$ cat src/rtl/dmem_bus_pkg.sv
`default_nettype none
// -----------------------------------------------------------------------------
// dmem_bus_pkg : FSM state type and byte-enable constants for dmem_bus_bridge
// rev 1.0
// -----------------------------------------------------------------------------
package dmem_bus_pkg;

  typedef enum logic [1:0] {
    S_IDLE  = 2'd0,
    S_ADDR  = 2'd1,
    S_RDATA = 2'd2,
    S_DONE  = 2'd3
  } dmem_state_t;

  localparam int DMEM_BE_W = 32 / 8;

  // All-zero enables mark a read; resized by users whose DATA_W differs.
  localparam logic [DMEM_BE_W-1:0] BE_NONE = '0;

endpackage : dmem_bus_pkg
`default_nettype wire

$ cat src/rtl/dmem_bus_bridge_if.sv
`default_nettype none
// -----------------------------------------------------------------------------
// dmem_bus_bridge_if : bus between dmem_bus_bridge (master) and data memory
// rev 1.0
// -----------------------------------------------------------------------------
interface dmem_bus_bridge_if #(
  parameter int ADDR_W = 10,
  parameter int DATA_W = 32
);

  logic                  bus_req;
  logic [ADDR_W-1:0]     bus_addr;
  logic [DATA_W-1:0]     bus_wdata;
  logic [DATA_W/8-1:0]   bus_be;
  logic                  bus_we;
  logic                  bus_gnt;
  logic                  bus_rvalid;
  logic [DATA_W-1:0]     bus_rdata;

  modport master (
    output bus_req, bus_addr, bus_wdata, bus_be, bus_we,
    input  bus_gnt, bus_rvalid, bus_rdata
  );

  modport slave (
    input  bus_req, bus_addr, bus_wdata, bus_be, bus_we,
    output bus_gnt, bus_rvalid, bus_rdata
  );

endinterface : dmem_bus_bridge_if
`default_nettype wire

$ cat src/rtl/dmem_bus_bridge.sv
`default_nettype none
// -----------------------------------------------------------------------------
// dmem_bus_bridge : MEM-stage load/store to single-outstanding data-memory bus
// Optional: DMEM_POSTED_WRITE_EN (writes retire without stalling)  rev 1.0
// -----------------------------------------------------------------------------
module dmem_bus_bridge
  import dmem_bus_pkg::*;
#(
  parameter int ADDR_W = 10,
  parameter int DATA_W = 32
) (
  input  logic                clk,
  input  logic                rst_n,
  input  logic                req_valid,
  input  logic [ADDR_W-1:0]   req_addr,
  input  logic [DATA_W-1:0]   req_wdata,
  input  logic [DATA_W/8-1:0] req_be,
  output logic [DATA_W-1:0]   rsp_rdata,
  output logic                stall,
  dmem_bus_bridge_if.master   bus
);

  localparam int BE_W = DATA_W / 8;

`ifdef DMEM_POSTED_WRITE_EN
  localparam logic POSTED = 1'b1;
`else
  localparam logic POSTED = 1'b0;
`endif

  dmem_state_t       state_q, state_d;
  logic [ADDR_W-1:0] addr_q;
  logic [DATA_W-1:0] wdata_q;
  logic [BE_W-1:0]   be_q;
  logic [DATA_W-1:0] rdata_q;

  logic is_write_q;
  logic req_is_write;
  logic load;
  logic capture;
  logic bus_req_w;

  assign is_write_q   = (be_q != BE_W'(BE_NONE));
  assign req_is_write = (req_be != BE_W'(BE_NONE));
  assign load         = (state_q == S_IDLE) && req_valid;
  assign capture      = (state_q == S_RDATA) && bus.bus_rvalid;

  always_ff @(posedge clk or negedge rst_n) begin
    if (!rst_n) begin
      state_q <= S_IDLE;
    end else begin
      state_q <= state_d;
    end
  end

  always_comb begin
    state_d = state_q;
    case (state_q)
      S_IDLE: begin
        if (req_valid) begin
          state_d = S_ADDR;
        end
      end
      S_ADDR: begin
        if (bus.bus_gnt) begin
          if (!is_write_q) begin
            state_d = S_RDATA;
          end else if (POSTED) begin
            state_d = S_IDLE;
          end else begin
            state_d = S_DONE;
          end
        end
      end
      S_RDATA: begin
        if (bus.bus_rvalid) begin
          state_d = S_DONE;
        end
      end
      S_DONE:  state_d = S_IDLE;
      default: state_d = S_IDLE;
    endcase
  end

  // A posted write has already retired, so only a newer request stalls behind it.
  always_comb begin
    stall     = 1'b0;
    bus_req_w = 1'b0;
    case (state_q)
      S_IDLE:  stall = req_valid && !(POSTED && req_is_write);
      S_ADDR: begin
        bus_req_w = 1'b1;
        stall     = (POSTED && is_write_q) ? req_valid : 1'b1;
      end
      S_RDATA: stall = 1'b1;
      S_DONE:  stall = 1'b0;
      default: stall = 1'b0;
    endcase
    if (!rst_n) begin
      stall = 1'b0;
    end
  end

  always_ff @(posedge clk or negedge rst_n) begin
    if (!rst_n) begin
      addr_q  <= '0;
      wdata_q <= '0;
      be_q    <= BE_W'(BE_NONE);
      rdata_q <= '0;
    end else begin
      if (load) begin
        addr_q  <= req_addr;
        wdata_q <= req_wdata;
        be_q    <= req_be;
      end
      if (capture) begin
        rdata_q <= bus.bus_rdata;
      end
    end
  end

  assign bus.bus_req   = bus_req_w;
  assign bus.bus_addr  = addr_q;
  assign bus.bus_wdata = wdata_q;
  assign bus.bus_be    = be_q;
  assign bus.bus_we    = is_write_q;
  assign rsp_rdata     = rdata_q;

endmodule : dmem_bus_bridge
`default_nettype wire
$ cat src/flat_wrapper.sv
// flat-port wrapper written by rule: the top's interface ports become plain ports
module dmem_bus_bridge_flat import dmem_bus_pkg::*;
#(
  parameter int ADDR_W = 10,
  parameter int DATA_W = 32
)
  (clk, rst_n, req_valid, req_addr, req_wdata, req_be, rsp_rdata, stall, bus_bus_req, bus_bus_addr, bus_bus_wdata, bus_bus_be, bus_bus_we, bus_bus_gnt, bus_bus_rvalid, bus_bus_rdata);
  dmem_bus_bridge_if #(.ADDR_W(ADDR_W), .DATA_W(DATA_W)) bus_i ();
  input  logic clk;
  input  logic rst_n;
  input  logic req_valid;
  input  logic [ADDR_W-1:0] req_addr;
  input  logic [DATA_W-1:0] req_wdata;
  input  logic [DATA_W/8-1:0] req_be;
  output logic [DATA_W-1:0] rsp_rdata;
  output logic stall;
  output wire logic [$bits(bus_i.bus_req)-1:0] bus_bus_req;
  output wire logic [$bits(bus_i.bus_addr)-1:0] bus_bus_addr;
  output wire logic [$bits(bus_i.bus_wdata)-1:0] bus_bus_wdata;
  output wire logic [$bits(bus_i.bus_be)-1:0] bus_bus_be;
  output wire logic [$bits(bus_i.bus_we)-1:0] bus_bus_we;
  input wire logic [$bits(bus_i.bus_gnt)-1:0] bus_bus_gnt;
  input wire logic [$bits(bus_i.bus_rvalid)-1:0] bus_bus_rvalid;
  input wire logic [$bits(bus_i.bus_rdata)-1:0] bus_bus_rdata;
  assign bus_bus_req = bus_i.bus_req;
  assign bus_bus_addr = bus_i.bus_addr;
  assign bus_bus_wdata = bus_i.bus_wdata;
  assign bus_bus_be = bus_i.bus_be;
  assign bus_bus_we = bus_i.bus_we;
  assign bus_i.bus_gnt = bus_bus_gnt;
  assign bus_i.bus_rvalid = bus_bus_rvalid;
  assign bus_i.bus_rdata = bus_bus_rdata;
  dmem_bus_bridge #(.ADDR_W(ADDR_W), .DATA_W(DATA_W)) u_core (.clk(clk), .rst_n(rst_n), .req_valid(req_valid), .req_addr(req_addr), .req_wdata(req_wdata), .req_be(req_be), .rsp_rdata(rsp_rdata), .stall(stall), .bus(bus_i));
endmodule
$ cat config.mk
export PLATFORM = sky130hd
export DESIGN_NAME = dmem_bus_bridge_flat
export DESIGN_NICKNAME = d
export VERILOG_FILES = /design/src/rtl/dmem_bus_pkg.sv /design/src/rtl/dmem_bus_bridge_if.sv /design/src/rtl/dmem_bus_bridge.sv /design/src/flat_wrapper.sv
export SDC_FILE = /design/constraint.sdc
export NUM_CORES = 1
export LEC_CHECK = 0
export CORE_MARGIN = 2
export CORE_UTILIZATION = 40
export DETAILED_ROUTE_END_ITERATION = 10
export GPL_TIMING_DRIVEN = 0
export PLACE_DENSITY_LB_ADDON = 0.05
export SETUP_SLACK_MARGIN = 0.2
export SLEW_MARGIN = 20
export SYNTH_ARGS = -nofsm -noshare
export SYNTH_HDL_FRONTEND = slang
export SYNTH_SLANG_ARGS = --single-unit
$ cat constraint.sdc
create_clock -name clk -period 2.85 [get_ports clk]
set_clock_uncertainty 0.05 [all_clocks]
set_input_delay 0.285 -clock clk [delete_from_list [all_inputs] [get_ports clk]]
set_output_delay 0.285 -clock clk [all_outputs]
set_load 0.02 [all_outputs]
======== Word level (Yosys, flattened, before mapping) ========
Index checks and enable logic that the tools add are counted.
cells by class
  mux-type cells .......................... 8
  eq/ne operators ......................... 6
  reduce and logical (&&, ||, !) cells .... 6
operators with widths
  kind                                                 count
  case mux 2 bit (4 select lines)                      1
  2-to-1 mux 2 bit                                     3
  inequality test 2 bit, second input constant         3
  equality test 2 bit, second input constant           2
  nonzero test 4 bit                                   1
  2-to-1 mux 1 bit                                     3
  case mux 1 bit (3 select lines)                      1
  AND reduction 3 bit                                  1
  equality test 2 x 1 -> 1 bit, second input constant  1
  logical AND 1 bit                                    2
  logical NOT 2 bit                                    1
  OR reduction 2 bit                                   1
word-level totals
  input bits .............................. 83
  flip-flop bits (word level) ............. 80
  word-level logic and storage cells ...... 25
  output and inout bits ................... 81

======== Depth between registers and ports, before layout ========
Gate-level depths: netlist (run 1).
  word-level depth ........................ 4
  depth in mapped cells ................... 5
  gate-level depth less buffers ........... 5

======== Worst setup path before layout (run 1) ========
No wires, ideal clock.
  path kind ............................... register -> register
  start ................................... register u_core.state_q[1]
  end ..................................... register u_core.state_q[1]
  buffers on the path ..................... 0
  period minus slack after synthesis ...... 1.614 ns
  setup time .............................. 0.125 ns
  path slack .............................. 1.236 ns
  required time ........................... 2.675 ns
  arrival ................................. 1.440 ns
  cell stages (with the launch flop) ...... 6
  path through ............................ dfrtp_1 -> inv_1 -> ha_1 -> nor2b_1 -> nor3_2 -> mux2_2
on the way
  cells in the longest elaborated chain, start to end .. 3
  elaborated cells on any way between the ends .. 9
  classes of those cells .................. eq/ne (6); mux (1); reduce/logical (2)
RTL lines
  what                                         line                   text
  from (decl)                                  dmem_bus_bridge.sv:31  dmem_state_t state_q, state_d;
  from (signal assigned)                       dmem_bus_bridge.sv:52  state_q <= state_d;
  equality test 2 bit (tied with other cells)  dmem_bus_bridge.sv:58  case (state_q)
  inequality test 2 bit (no source line)       --
  AND reduction 3 bit (no source line)         --
Several ways; a longest one is shown, not always the timed one.
A chain may end at the register's enable or synchronous reset.

======== Worst setup path in the final report (run 1) ========
  start ................................... input port rst_n
  end ..................................... output port stall
on the way
  cells in the longest elaborated chain, start to end .. 1
RTL lines
  what              line                   text
  from (decl)       flat_wrapper.sv:10     input logic rst_n;
  2-to-1 mux 1 bit  dmem_bus_bridge.sv:99  if (!rst_n) begin
  to (decl)         flat_wrapper.sv:16     output logic stall;
Every way passes these cells.

==> metrics.yaml, run 1 <==
final-setup-viol-count: 0
nets: 449
cap_violations: 0
synthArstFlopShare: 1.00
worst-slew-pin-transition_ns: 0.487
synth_ff_type: "dfrtp_1"
grt_first_pass_wirelength_um: 11300
ff2ff_setup_slack_ns: 1.11
die_h_um: 92.3
io_buffers: 163
antenna_found_initial: 0
drc: 0
cellPowerDensity_nw_per_um2: 1180
leakage_nw: 2.17
synth_top_area_share: 0.642
status: "completed"
seq_area_frac_synth: 0.642
final_util: 0.673
critPathKind: "in -> out"
yosys.area.top_type: "dfrtp_1"
relSlewSlack: 0.675
cts_buffers: 9
path_clk_slew_ns: 0.08
synthTopCellsByCount: "dfrtp_1, mux2_2, buf_6, ha_1, nor2b_1"
root_buffer: "clkbuf_8"
path_max_fanout: 36
grt_usage: 0.173
clockBufferDepth: 2
syn_area_sq_um: 3120
synth_edf_count: 0
rsz0062_at_grt: "no"
yosysWarnings: 0
routabilityCongestion: 0.715
synth_area_leaders: "dfrtp_1, mux2_2, ha_1"
cts_tree: "built"
detail-route-antenna-nets: 0
startpoint_type: "primary input"
avgSynthCellArea_sq_um: 16.8
grt_pass1_vias: 2223
hold_path.class: "in -> async"
num_rows: 32
viasPerCell: 4.58
initial_utilization: 0.408
min_period_ns: 2.40
synth.distinct_cells: 16
maxSlewViolCount: 0
critical_path.endpoint_type: "primary output"
h-tree-depth: 3
max_freq_mhz: 416
num_antenna_cells: 0
postCtsSetupRepairBufs: 0
core-area_sq_um: 7650
io_pins: 164
vias: 2149
ys_seq_elements: 80
drive_above_1_share: 0.283
synth_fp_nets: 273
cp_data_arrival_time_ns: 2.07
finalCritPeriodShare: 0.843
max-vdd-ir-drop_v: 0.000560
clock-sinks: 80
first_pass_iters: 4
die_w_um: 92.3
drt_first_iter_violations: 34
yosysMostFrequentCell: "dfrtp_1"
globalRouteOverflowTotal: 0
die-area_sq_um: 8520
hold_viol_final: 0
required_ns: 2.52
wirelength_um: 7150
fin_total_pwr_mw: 6.09
grt_max_degree: 47
area_growth_pct: 65.1
clk_latency_ns: 0.34
hpwl_um: 5380
syn_inst: 186
ff2ff_path_depth: 5
wl_per_cell_um: 15.2
## kinds of logic after synthesis
group	synth area share
buffers and inverters	0.0229
multiplexers	0.288
flip-flops	0.642
AO/OA/AOI/OAI	0.00883
AND/OR/NAND/NOR	0.0221
adder cells (fa/ha/maj)	0.0160
## area by class of cell
class | count | area (sq um)
fill | 594 | 2500
sequential | 80 | 2000
timing repair buffer | 165 | 1670
multi-input combinational | 96 | 1050
clock buffer | 10 | 128
tap | 102 | 128
clock inverter | 6 | 108
buffer | 7 | 60.1
inverter | 3 | 11.3
## critical path, stage by stage
cell and delay, ns:
dlygate4sd3_1 0.54, buf_4 0.43, nor2b_1 0.19, clkdlybuf4s50_1 0.61
## routing by layer
metal | global-route usage | vias up | part of all wire | wire (um)
met1 | 0.204 | 1054 | 0.39 | 2770
li1 | - | 1002 | - | -
met5 | 0 | - | 0 | 0
met4 | 0.0697 | 0 | 0.022 | 158
met3 | 0.0627 | 13 | 0.076 | 540
met2 | 0.288 | 80 | 0.51 | 3680
## flip-flops by register name (all words and copies together), names as in the netlist
name,count
u_core.bus.bus_addr,10
u_core.bus.bus_be,4
u_core.bus.bus_wdata,32
u_core.rsp_rdata,32
u_core.state_q,2
## what timing repair did
item,in CTS,in global routing
hold endpoints to repair,34,0
gates resized for setup,0,0
hold buffers,1,0
## placed cells by master (no fill, tap or decap)
cell type          n
buf_16             1
clkinv_2           2
buf_6              4
clkbuf_1           1
clkdlybuf4s50_1  162
nor3_2             1
clkbuf_8           9
a41oi_2            1
mux2i_1            1
dlygate4sd3_1      1
buf_4              1
bufinv_16          3
mux2_2            76
or4_4              1
inv_1              3
clkinvlp_4         1
mux2_1             3
nand2_1            2
ha_1               4
o41a_1             1
dfrtp_1           80
nand2_4            1
nor2_1             1
buf_2              3
nor2b_1            4
## per-stage QoR
stage | hold WS, ns | cells | TNS [ns] | setup slack (ns) | instance area [sq um]
floorplan | -0.0606 | 186 | 0 | 1.24 | 3120
global placement | 0.427 | 451 | -122.83 | -1.90 | 4880
detailed placement | 0.234 | 452 | 0 | 0.854 | 4900
CTS | 0.393 | 469 | 0 | 0.438 | 5150
global route | 0.462 | 469 | 0 | 0.299 | 5150
finish | 0.422 | 469 | 0 | 0.449 | 5150
## final timing paths
check                                                        start                              endpoint
worst min-delay path                                         rst_n   u_core.bus.bus_wdata[3]$_DFFE_PN0P_
worst min register to register  u_core.bus.bus_addr[7]$_DFFE_PN0P_    u_core.bus.bus_addr[7]$_DFFE_PN0P_
worst max-delay path                                         rst_n                                 stall
min in group clk                u_core.bus.bus_addr[7]$_DFFE_PN0P_    u_core.bus.bus_addr[7]$_DFFE_PN0P_
worst max register to register       u_core.state_q[0]$_DFFE_PN0P_      u_core.rsp_rdata[11]$_DFFE_PN0P_
max in group asynchronous                                    rst_n  u_core.bus.bus_wdata[20]$_DFFE_PN0P_
## report_power, final
| part | internal, mW | total, mW | switching (mW) |
|---|---|---|---|
| clock | 0.579 | 0.978 | 0.399 |
| sequential | 1.72 | 2.00 | 0.280 |
| combinational | 1.72 | 3.11 | 1.40 |
Note: power is estimated with default switching activity, not from simulation.
==> run 2: changes to the inputs <==
- CORE_UTILIZATION: 40 -> 35
- clock period: 2.85 -> 2.2 ns (I/O delays scaled with it)
==> metrics.yaml, run 2 (synthesis gave the netlist of run 1 again) <==
leakage_nw: 2.18
max-vdd-ir-drop_v: 0.000696
final_util: 0.593
viasPerCell: 4.58
power.share.switching: 0.345
relSlewSlack: 0.822
place_area_sq_um: 4910
clock-sinks: 80
tns_ns: 0
path_max_fanout: 4
dp.cells: 458
final_cell_mix: "clkdlybuf4s50_1, dfrtp_1, mux2_2, clkbuf_8"
grt_max_degree: 44
clockPowerShare: 0.142
cp_slowest_cell: "dfrtp_1"
cp_cell_sequence: "inv_1, ha_1, mux2i_1, nor2b_1, dlygate4sd2_1"
die_w_um: 98.4
clk_latency_ns: 0.34
path_clk_slew_ns: 0.08
ff2ff_path_depth: 5
cts_buffers: 9
grt_pass1_vias: 2303
hold_path.class: "in -> async"
nets: 450
wirelength_um: 7140
dp_worst_setup_slack_ns: 0.308
h-tree-depth: 3
grt_first_pass_wirelength_um: 11700
cts_tree: "built"
routabilityCongestion: 0.796
drive_above_1_share: 0.292
area_growth_pct: 65.1
rsz0062_at_grt: "yes"
antenna_found_initial: 0
switching_power_mw: 2.66
max_freq_mhz: 519
stdcell_count: 475
die-area_sq_um: 9680
grt_usage: 0.155
detail-route-antenna-nets: 0
hpwl_um: 5320
critical_path.endpoint_type: "primary output"
root_buffer: "clkbuf_8"
power_frac_comb: 0.521
status: "completed"
worst-slew-pin-transition_ns: 0.266
io_pins: 164
first_pass_iters: 2
startpoint_type: "register"
postCtsSetupRepairBufs: 0
cpPeakStageDelay_ns: 0.39
final_common_cell: "clkdlybuf4s50_1"
cellPowerDensity_nw_per_um2: 1500
required_ns: 1.93
path_delay_family: "buffers and inverters"
die_h_um: 98.4
p_int_mw: 5.05
min_period_ns: 1.93
num_rows: 34
worst_slack_ns: 0.274
initial_utilization: 0.359
final-setup-viol-count: 0
maxSlewViolCount: 0
vias: 2177
cp_data_arrival_time_ns: 1.66
crit_buf_inv: 2
drc: 0
cap_violations: 0
core-area_sq_um: 8680
stdcell_area_sq_um: 5150
clockBufferDepth: 2
io_buffers: 163
critPathKind: "reg -> out"
globalRouteOverflowTotal: 0
num_antenna_cells: 0
finalCritPeriodShare: 0.875
power_frac_seq: 0.336
hold_viol_final: 0
path_depth: 5
wl_per_cell_um: 15.0
drt_first_iter_violations: 33
## run 2: changes by cell type in the layout (fill, tap and decap cells not counted), moves of 2 or more
cell,before,now
dlygate4sd2_1,0,2
bufinv_16,3,1
clkbuf_8,9,12
clkdlybuf4s50_1,162,159
## run 2: worst min-delay path, cell delays in order
cell,delay (ns)
dlygate4sd3_1,0.53
buf_4,0.17
buf_16,0.24
## run 2: what timing repair did
item	CTS	global route
endpoints found under the setup margin	2	2
gates resized for setup	2	3
hold buffers	2	0
hold endpoints to repair	37	0
cloned	0	0
## run 2: path summary, 6_finish.rpt
kind / start / end / slack [ns]
worst max-delay path: u_core.state_q[1]$_DFFE_PN0P_ / stall / 0.27
worst min-delay path: rst_n / u_core.rsp_rdata[11]$_DFFE_PN0P_ / 0.40
worst max register to register: u_core.state_q[0]$_DFFE_PN0P_ / u_core.rsp_rdata[8]$_DFFE_PN0P_ / 0.52
worst min register to register: u_core.bus.bus_wdata[18]$_DFFE_PN0P_ / u_core.bus.bus_wdata[18]$_DFFE_PN0P_ / 0.45
max in group asynchronous: rst_n / u_core.bus.bus_addr[0]$_DFFE_PN0P_ / 1.49
min in group clk: req_addr[5] / u_core.bus.bus_addr[5]$_DFFE_PN0P_ / 0.42
## run 2: area by class of cell
type | count | area (sq um)
well taps | 108 | 135
plain buffers | 7 | 60.1
clock inverters | 3 | 40.0
flip-flops and latches | 80 | 2000
fillers | 715 | 3530
inverters | 3 | 11.3
multi-input cells | 96 | 1050
repair buffers | 166 | 1690
clock buffers | 12 | 165
## run 2: power groups by stage
stage	Combinational, mW	Sequential, mW	Clock (mW)
after floorplan	1.19	3.53	0
after global placement	4.04	2.59	0
after detailed placement	4.07	2.63	0
after CTS	4.08	2.60	1.15
after global routing	4.26	2.72	1.22
final	4.02	2.60	1.10
## run 2: stage by stage
step                      hold WS (ns)  power [mW]
after floorplan                 -0.126        4.72
after global placement           0.426        6.63
after detailed placement         0.183        6.70
after CTS                        0.369        7.83
after global routing             0.383        8.19
final                            0.397        7.72
## run 2: metal layers
metal	track usage	routed length, um	vias up
met5	0	0	-
met4	0.0632	96	0
met3	0.0852	872	9
met2	0.221	3190	104
met1	0.197	2990	1063
li1	-	-	1001
